### src/rtl/pulse_to_level.sv
// +--------------------------------------------------------------------------+
// | pulse_to_level: converts single-cycle event pulses into levels using     |
// | toggle, stretch or acknowledge-latched modes, flagging dropped pulses.   |
// | Revision: 1.0                                                            |
// +--------------------------------------------------------------------------+
`default_nettype none

module pulse_to_level #(
   parameter int CNT_W  = 8,
   parameter int RETRIG = 1
) (
   input  logic             clk,
   input  logic             reset,
   input  logic             pulse,
   input  logic [1:0]       mode,
   input  logic [CNT_W-1:0] len,
   input  logic             ack,
   input  logic             clr_miss,
   output logic             level,
   output logic             busy,
   output logic             miss
);

   localparam logic [1:0]       c_mode_stretch = 2'b01;
   localparam logic [1:0]       c_mode_latch   = 2'b10;
   localparam logic [CNT_W-1:0] c_one          = CNT_W'(1);
   localparam logic             c_retrig       = (RETRIG != 0);

   typedef enum logic [1:0] {
      S_IDLE    = 2'd0,
      S_STRETCH = 2'd1,
      S_LATCH   = 2'd2
   } state_t;

   state_t           state_q;
   logic [CNT_W-1:0] cnt_q;
   logic             tog_q;
   logic             level_q;
   logic             busy_q;
   logic             miss_q;
   logic             miss_d;
   logic             miss_set;
   logic [CNT_W-1:0] len_m1;

   // A zero length behaves as one, so the reload value never underflows.
   assign len_m1 = (len == '0) ? '0 : (len - c_one);

   always_comb begin
      miss_set = 1'b0;
      case (state_q)
         S_STRETCH: miss_set = pulse && !c_retrig;
         S_LATCH:   miss_set = pulse && !ack;
         default:   miss_set = 1'b0;
      endcase
      if (miss_set) begin
         miss_d = 1'b1;
      end else if (clr_miss) begin
         miss_d = 1'b0;
      end else begin
         miss_d = miss_q;
      end
   end

   always_ff @(posedge clk) begin
      if (!reset) begin
         state_q <= S_IDLE;
         cnt_q   <= '0;
         tog_q   <= 1'b0;
         level_q <= 1'b0;
         busy_q  <= 1'b0;
         miss_q  <= 1'b0;
      end else begin
         miss_q <= miss_d;
         case (state_q)
            S_IDLE: begin
               if ((mode == c_mode_stretch) || (mode == c_mode_latch)) begin
                  tog_q <= 1'b0;
                  if (pulse) begin
                     level_q <= 1'b1;
                     busy_q  <= 1'b1;
                     if (mode == c_mode_stretch) begin
                        cnt_q   <= len_m1;
                        state_q <= S_STRETCH;
                     end else begin
                        state_q <= S_LATCH;
                     end
                  end else begin
                     level_q <= 1'b0;
                     busy_q  <= 1'b0;
                  end
               end else begin
                  tog_q   <= tog_q ^ pulse;
                  level_q <= tog_q ^ pulse;
                  busy_q  <= 1'b0;
               end
            end
            S_STRETCH: begin
               // A retrigger on the final cycle reloads without a low gap.
               if (pulse && c_retrig) begin
                  cnt_q <= len_m1;
               end else if (cnt_q == '0) begin
                  level_q <= 1'b0;
                  busy_q  <= 1'b0;
                  state_q <= S_IDLE;
               end else begin
                  cnt_q <= cnt_q - c_one;
               end
            end
            S_LATCH: begin
               // ack together with pulse re-latches the new event.
               if (ack && !pulse) begin
                  level_q <= 1'b0;
                  busy_q  <= 1'b0;
                  state_q <= S_IDLE;
               end
            end
            default: begin
               state_q <= S_IDLE;
               level_q <= 1'b0;
               busy_q  <= 1'b0;
            end
         endcase
      end
   end

   assign level = level_q;
   assign busy  = busy_q;
   assign miss  = miss_q;

endmodule

`default_nettype wire

### config.mk
export PLATFORM = sky130hd
export DESIGN_NAME = pulse_to_level
export DESIGN_NICKNAME = d
export VERILOG_FILES = /design/src/rtl/pulse_to_level.sv
export SDC_FILE = /design/constraint.sdc
export NUM_CORES = 1
export LEC_CHECK = 0
export CORE_MARGIN = 4
export CORE_UTILIZATION = 50
export CTS_CLUSTER_DIAMETER = 100
export DETAILED_ROUTE_END_ITERATION = 6
export PLACE_DENSITY = 0.77
export SLEW_MARGIN = 30
export SYNTH_ARGS = -nofsm -noshare
export SYNTH_HDL_FRONTEND = slang
export SYNTH_SLANG_ARGS = --single-unit
### constraint.sdc
create_clock -name clk -period 2.35 [get_ports clk]
set_clock_uncertainty 0.05 [all_clocks]
set_input_delay 0.47 -clock clk [delete_from_list [all_inputs] [get_ports clk]]
set_output_delay 0.47 -clock clk [all_outputs]
set_load 0.01 [all_outputs]
Word-level counts from Yosys, hierarchy flattened. Index checks and enable logic that the tools add are counted. W data, S select, Z words.

Add/subtract/negate cells: 2. Reductions and logical operators: 13. Eq/ne operators: 11. Bitwise logic cells: 1. Muxes and demuxes: 26.

Operator list (number): $mux W8 (6); $logic_not A8 Y1 (2); $pmux W8 S2 (1); $sub A8 B1 Y8 const B (2); $mux W2 (6); $ne A2 B2 Y1 const B (6); $mux W1 (10); $reduce_and A5 Y1 (2); $pmux W1 S3 (2); $pmux W2 S3 (1); $eq A2 B1 Y1 const B (2); $eq A2 B2 Y1 const B (2); $reduce_bool A2 Y1 (2); $ne A3 B3 Y1 const B (1); $reduce_and A3 Y1 (1); $logic_and A1 B1 Y1 (2); $logic_not A1 Y1 (2); $logic_not A2 Y1 (1); $logic_or A1 B1 Y1 (1); $xor A1 B1 Y1 (1).

Output and inout bits: 3. Logic and storage cells: 59. Input port bits: 15. Register bits after elaboration: 14.

Longest topological paths before layout. Gate-level depths: netlist (run 1).

Depth after elaboration: 6. Mapped depth: 7. Depth with buffers taken out: 7.

Worst setup path before layout (run 1). OpenSTA, ideal clock, no wires.

Kind: input to register. From: input len[5]. To: register cnt_q[2]. Buffers on the path: 0. Stages: 5. Setup time: 0.117 ns. Arrival: 1.783 ns. Required time: 2.183 ns. Slack: 0.400 ns. Cells stage by stage: or4_4 > nor3b_2 > nor2_2 > a32o_1 > a32o_1.

Longest elaborated chain between the ends: 6. Elaborated cells on any way between the ends: 7. Classes of those cells: mux (6); reduce/logical (1).

Ends and longest elaborated chain: from (decl) (line 16) `input logic [CNT_W-1:0] len,`; $logic_not A8 Y1 (*) (line 46) `assign len_m1 = (len == '0) ? '0 : (len - c_one);`; $mux W8 (*) (line 46); $mux W8 (line 81) `if (mode == c_mode_stretch) begin`; $mux W8 (line 78) `if (pulse) begin`; $mux W8 (line 76) `if ((mode == c_mode_stretch) || (mode == c_mode_latch)) begin`; $pmux W8 S2 (*) (line 74) `case (state_q)`; to (signal assigned) (line 82) `cnt_q <= len_m1;`; to (signal assigned) (line 100) `cnt_q <= len_m1;`; to (signal assigned) (line 106) `cnt_q <= cnt_q - c_one;`; to (decl) (line 36) `logic [CNT_W-1:0] cnt_q;`.

Mark *: on every way between the ends. The rest lies on a longest branch, timed or not. The select of a mux whose other input is x is not followed. A chain may end at the register's enable or synchronous reset.

Worst setup path in the final report (run 1).
From: input len[5]. To: register cnt_q[7].

Longest elaborated chain between the ends: 6. Elaborated cells on any way between the ends: 8. Classes of those cells: add/sub (1); mux (6); reduce/logical (1).

Ends and longest elaborated chain (line): $sub A8 B1 Y8 / $logic_not A8 Y1 (equally long branches) (46); $mux W8 (*) (46); $mux W8 (81); $mux W8 (78); $mux W8 (76); $pmux W8 S2 (*) (74).

Marks and branches as above.

==> impl_results.md, run 1 <==
* Number of global-route vias before repair at 873
* Drt via density at roughly 5.6
* Clk buf depth at 2
* Post_cts resized at 0
* Largest net degree at the start of global routing at 12
* Initial antenna violation count at 0
* Top post-synthesis cells by area: dfxtp_1 29%, ha_1 6.6%, a21oi_1 4.7%, o21ai_0 4.7%, inv_1 3.9%
* Row count at 15
* Overall fraction of global-route tracks in use at 19.8%
* Num Clock Sinks at 14
* Library cells used by synthesis at 40
* Clock slew at reported path FFs at 0.10 ns
* Final instance area at 0.00129 sq mm
* Clk Latency, worst-skew pair at 0.30 ns
* Drt wl/cell at 13.7 um
* Tightest Pin Transition at 0.519 ns
* Number of flops mapped to enable cells by yosys at 0
* Element type at the critical path end: flip-flop
* Setup violations, final at 0
* Post-Syn Nets at 140
* DR vias at 994
* FMAX at 464 MHz
* Fin Hold WS at approximately 0.47 ns
* Critical path arrival at 2.30 ns
* Drt first pass iters at 4
* Worst Reg-to-Reg Cells at 5
* Critical Path Sink: cnt_q[7]
* Post-synthesis sequential area ratio at 29.4%
* CTS tree: done
* Post-Synthesis Cells at 120
* Die X at around 52 um
* Status: finished clean
* Initial Util at 54.1%
* DRT Wirelength at ~2400 um
* Final Wtd Congestion at 0.853
* RR Endpoint: cnt_q[5]
* Global-route wire length before repair at approximately 3900 um
* GR Overflow Total at 0
* Fin crit share at 91.8%
* Fin Setup TNS at 0 ns
* Setup Crit Path Kind: input pin to flip-flop
* Setup Fix Bufs, Post-CTS at 0
* Max IR drop VDD at 0.478 mV
* Yosys warns at 0
* Main synth FF type: dfxtp_1
* Yosys reg bits at 14
* Die area at between 0.002 and 0.003 sq mm
* Async SR Flop Fraction at 0%
* Synth top area share at 29.4%
* Core ar. at 0.00176 sq mm
* Total power at 0.000601 W
* Ant diodes at 0
* Syn_area_per_cell at 7.96 sq um
* Headroom to the max-slew limit at between 60% and 70%
* Port Buffers at 17
* Top cells by count, synth: 14 x dfxtp_1, 10 x inv_1, 9 x a21oi_1, 9 x nand2_1, 9 x o21ai_0
* Synthesized area at about 950 sq um
* CTS buffer count at 3
* Leakage at around 0.54 nW
* Number of max-cap violations at 0
* DRT antenna net count at 0
* Min Tclk post-route at 2.16 ns
* Iteration-0 DRC Markers at 15
* Count leader, synth: dfxtp_1
* Reg2Reg Setup Slack at 0.52 ns
* Clock root buffer: clkbuf_4
* IO Pins at 18
* Area growth syn-to-layout at 34.7%
* Max-slew violations at 0
* # fillers at 152
* Height of the chip at 51.7 um
* HPWL after DPL at approximately 1900 um
* Placed instance area at 0.00125 sq mm
* Final hold vios at 0
* Worst r2r src: cnt_q[2]
* Core Util, Final at 72.9%
* Post-synth top area cell: dfxtp_1
* Worst-path fanout max at 4
* RSZ-0062 raised after global routing: false
* DRC Markers at 0
* Pwr Density at 468 mW/mm^2
* Hold Crit Class: flip-flop to flip-flop
* Data required, critical path at 2.49 ns
* Worst setup SP type: input pin
* Worst setup startpoint: len[5]
* Hold_buf cts at 0
* Share of cells above drive strength 1 at 16.4%
* # nets final at 173
* Htree depth at 1
==> power by group <==
part           leakage [nW]  internal, W  switching (W)  total, W
logic                 0.405    0.0000838      0.0000764  0.000160
clock network        0.0210    0.0000946      0.0000853  0.000180
registers             0.114     0.000250      0.0000112  0.000261
==> kinds of logic after synthesis <==
logic type | share of synthesized area [%]
AO/OA/AOI/OAI | 26.6
XOR/XNOR | 4.59
adder cells (fa/ha/maj) | 6.55
buffers and inverters | 5.11
flip-flops | 29.4
multiplexers | 1.18
AND/OR/NAND/NOR | 26.6
==> metal layers <==
layer | vias to the layer above | routed length [um] | track usage [%]
met4 | 0 | 9 | 2.62
met3 | 2 | 158 | 6.88
met5 | - | 0 | 0
li1 | 506 | - | -
met1 | 453 | 1170 | 26.6
met2 | 33 | 1090 | 31.4
==> flip-flops by register name, indices dropped and copies added (netlist names) <==
signal   flops
state_q      2
tog_q        1
level        1
miss         1
busy         1
cnt_q        8
==> cell type report <==
class                      count  area, sq um  area share [%]
multi-input combinational     93          626            48.6
timing repair buffer          31          275            21.4
clock buffer                   4         36.3            2.82
sequential                    14          280            21.8
tap                           25         31.3            2.43
inverter                      10         37.5            2.92
==> worst min-delay path by stage <==
stage / start / endpoint / slack [ns] / cells past startpoint
after floorplan: cnt_q[3] / cnt_q[3] / 0.43 / 2
after global placement: cnt_q[3] / cnt_q[3] / 0.45 / 2
after detailed placement: cnt_q[3] / cnt_q[3] / 0.46 / 2
after CTS: cnt_q[3] / cnt_q[3] / 0.47 / 2
after global routing: cnt_q[3] / cnt_q[3] / 0.50 / 2
final: cnt_q[3] / cnt_q[3] / 0.47 / 2
==> layout by cell type, fill, tap and decap left out, drive strengths merged, types with 2 or more instances in the layout <==
master         count
clkdlybuf4s50     17
dfxtp             14
buf               14
inv               10
nand2              9
a21oi              9
o21ai              9
nor2               9
ha                 5
nor2b              4
clkbuf             4
nand3              3
nor3               3
xnor2              3
o211ai             3
nor3b              3
nor4               3
nand2b             2
or3                2
a32oi              2
xor2               2
a32o               2
and2               2
a22oi              2
o211a              2
or4                2
==> critical path: stages <==
cell	delay (ns)
clkdlybuf4s50_1	0.42
or4_4	0.56
nor4_1	0.26
mux2_2	0.37
a21oi_1	0.14
o21bai_1	0.07
==> through the flow <==
stage / instances / setup slack [ns]
after global routing: 177 / 0.120
after floorplan: 120 / 0.400
after detailed placement: 173 / -0.107
final: 177 / 0.194
after CTS: 177 / 0.203
after global placement: 173 / -0.0857
(Power assumes the default switching activity.)
==> inputs of run 2 (changes only) <==
- clock period: 2.35 -> 2.3 ns (I/O delays scaled with it)
==> run 2 against run 1 <==
  * Final cell count up 1.7%
  * Sequential share of layout area down 0.48 points
  * Combinational power up 6%
  * Power up 1.8%
  * Register-to-register slack better by 0.04 ns
  * Final area up 2.2%
  * Critical endpoint unchanged
  * Highest routed layer unchanged
==> impl_results.md, run 2 (synthesis gave the netlist of run 1 again) <==
* Worst Reg-to-Reg Cells at 5
* Core ar. at 0.00176 sq mm
* NetSw at 0.000171 W
* Area growth syn-to-layout at 37.7%
* Clk buf depth at 2
* CTS tree: done
* Global-route wire length before repair at approximately 4200 um
* Worst setup SP type: input pin
* # fillers at roughly 150
* IO Pins at 18
* DRT antenna net count at 0
* Drt first pass iters at 4
* Reg2Reg Setup Slack at 0.56 ns
* Die X at a little over 50 um
* DRT Wirelength at 2450 um
* Min Tclk post-route at 2.08 ns
* Placed instance area at 0.00127 sq mm
* Ant diodes at 0
* Hold_buf cts at 0
* Worst-path fanout max at 4
* Data required, critical path at ~2.4 ns
* Clock share of power at 28.9%
* # nets final at 176
* Element type at the critical path end: flip-flop
* Final instance area at 0.00132 sq mm
* Clk Latency, worst-skew pair at 0.28 ns
* Hold Path Depth at 2
* Clock root buffer: clkbuf_4
* Max IR drop VDD at ~0.5 mV
* RSZ-0062 raised after global routing: false
* Worst path cell trace: clkdlybuf4s50_1 -> or4_4 -> nor4_2 -> mux2_2 -> a21oi_1 -> o21bai_1
* Port Buffers at 17
* Hold Crit Start: cnt_q[3]
* Number of global-route vias before repair at 963
* Slowest cell on the critical path: or4_4
* RR Endpoint: cnt_q[5]
* Drt via density at 5.64
* Iteration-0 DRC Markers at 22
* FMAX at between 400 and 500 MHz
* Setup Crit Path Kind: input pin to flip-flop
* DR vias at about 1000
* DRC Markers at 0
* Height of the chip at 51.7 um
* Combinational power share at between 20% and 30%
* Power share of the sequential group at 43.5%
* Max-slew violations at 0
* Largest net degree at the start of global routing at 13
* Max FFs per register at 8
* Critical path arrival at approximately 2.2 ns
* Leakage at approximately 0.55 nW
* Row count at 15
* CTS buffer count at 3
* Clock slew at reported path FFs at ~0.080 ns
* Internal Power at approximately 0.00044 W
* Worst r2r src: cnt_q[2]
* Fin Setup TNS at 0 ns
* Hold path endpoint: cnt_q[3]
* Largest regs: cnt_q x8, state_q x2
* Number of max-cap violations at 0
* Share of cells above drive strength 1 at 18.7%
* GR Overflow Total at 0
* Core Util, Final at 74.5%
* Final hold vios at 0
* Commonest non-fill, non-tap cells in the layout: 17 x clkdlybuf4s50_1, 17 x buf_4, 14 x dfxtp_1
* Setup Fix Bufs, Post-CTS at 0
* Htree depth at 1
* Status: finished clean
* Setup violations, final at 0
* Most flops, register: cnt_q
* Overall fraction of global-route tracks in use at 20.6%
* Net Sw Frac at between 20% and 30%
* HPWL after DPL at 1950 um
* Initial Util at 54.1%
* Headroom to the max-slew limit at 73.2%
* Post_cts resized at 0
* Fin crit share at between 90% and 100%
* Die area at roughly 0.0027 sq mm
* Max incr delay on CP at about 0.57 ns
* Pwr Density at about 470 mW/mm^2
* Hold Crit Class: flip-flop to flip-flop
* Drt wl/cell at 13.6 um
* Num Clock Sinks at 14
* Initial antenna violation count at 0
* Final Wtd Congestion at 0.842
* Tightest Pin Transition at 0.401 ns
==> run 2: changes by cell type in the layout (fill, tap and decap cells not counted) <==
cell    previous run  this run
buf_4             14        17
nor4_1             2         1
nor4_2             1         2
==> run 2: how the worst max path moves through the flow <==
stage                start        to  cells past startpoint
global placement    len[5]  cnt_q[7]                      6
detailed placement  len[5]  cnt_q[7]                      6
floorplan           len[5]  cnt_q[2]                      5
CTS                 len[5]  cnt_q[7]                      6
finish              len[5]  cnt_q[7]                      6
global route        len[5]  cnt_q[7]                      6
==> run 2: area by class of cell <==
type | count | area [sq um] | area share, %
repair buffers | 34 | 298 | 22.6
clock buffers | 4 | 36.3 | 2.76
multi-input cells | 93 | 632 | 48.0
flip-flops and latches | 14 | 280 | 21.3
well taps | 25 | 31.3 | 2.38
inverters | 10 | 37.5 | 2.85
==> run 2: through the flow <==
step,hold WS (ns),power [W],cells,setup WS [ns]
floorplan,0.434,0.000356,120,0.360
global placement,0.448,0.000433,176,-0.105
detailed placement,0.456,0.000439,176,-0.200
CTS,0.468,0.000614,180,0.103
global route,0.496,0.000648,180,0.0905
finish,0.471,0.000612,180,0.218
==> run 2: critical path, delay by kind of cell <==
family | cells | cell delay, ns
AND/OR/NAND/NOR | 2 | 0.76
buffers and inverters | 1 | 0.42
multiplexers | 1 | 0.36
AO/OA/AOI/OAI | 2 | 0.21
==> run 2: power groups by stage <==
stage / Clock (W) / Combinational [W] / Sequential [W]
2_1_floorplan: 0 / 0.0000842 / 0.000271
5_1_grt: 0.000192 / 0.000187 / 0.000268
4_1_cts: 0.000180 / 0.000168 / 0.000266
6_report: 0.000177 / 0.000169 / 0.000267
3_3_place_gp: 0 / 0.000161 / 0.000271
3_5_place_dp: 0 / 0.000167 / 0.000272
==> run 2: per-layer routing <==
layer / vias up / track usage [%] / share of wire [%]
met2: 23 / 33.7 / 47
met1: 477 / 27.5 / 47
met5: - / 0 / 0
met3: 4 / 6.02 / 5.5
met4: 0 / 2.62 / 0.86
li1: 512 / - / -
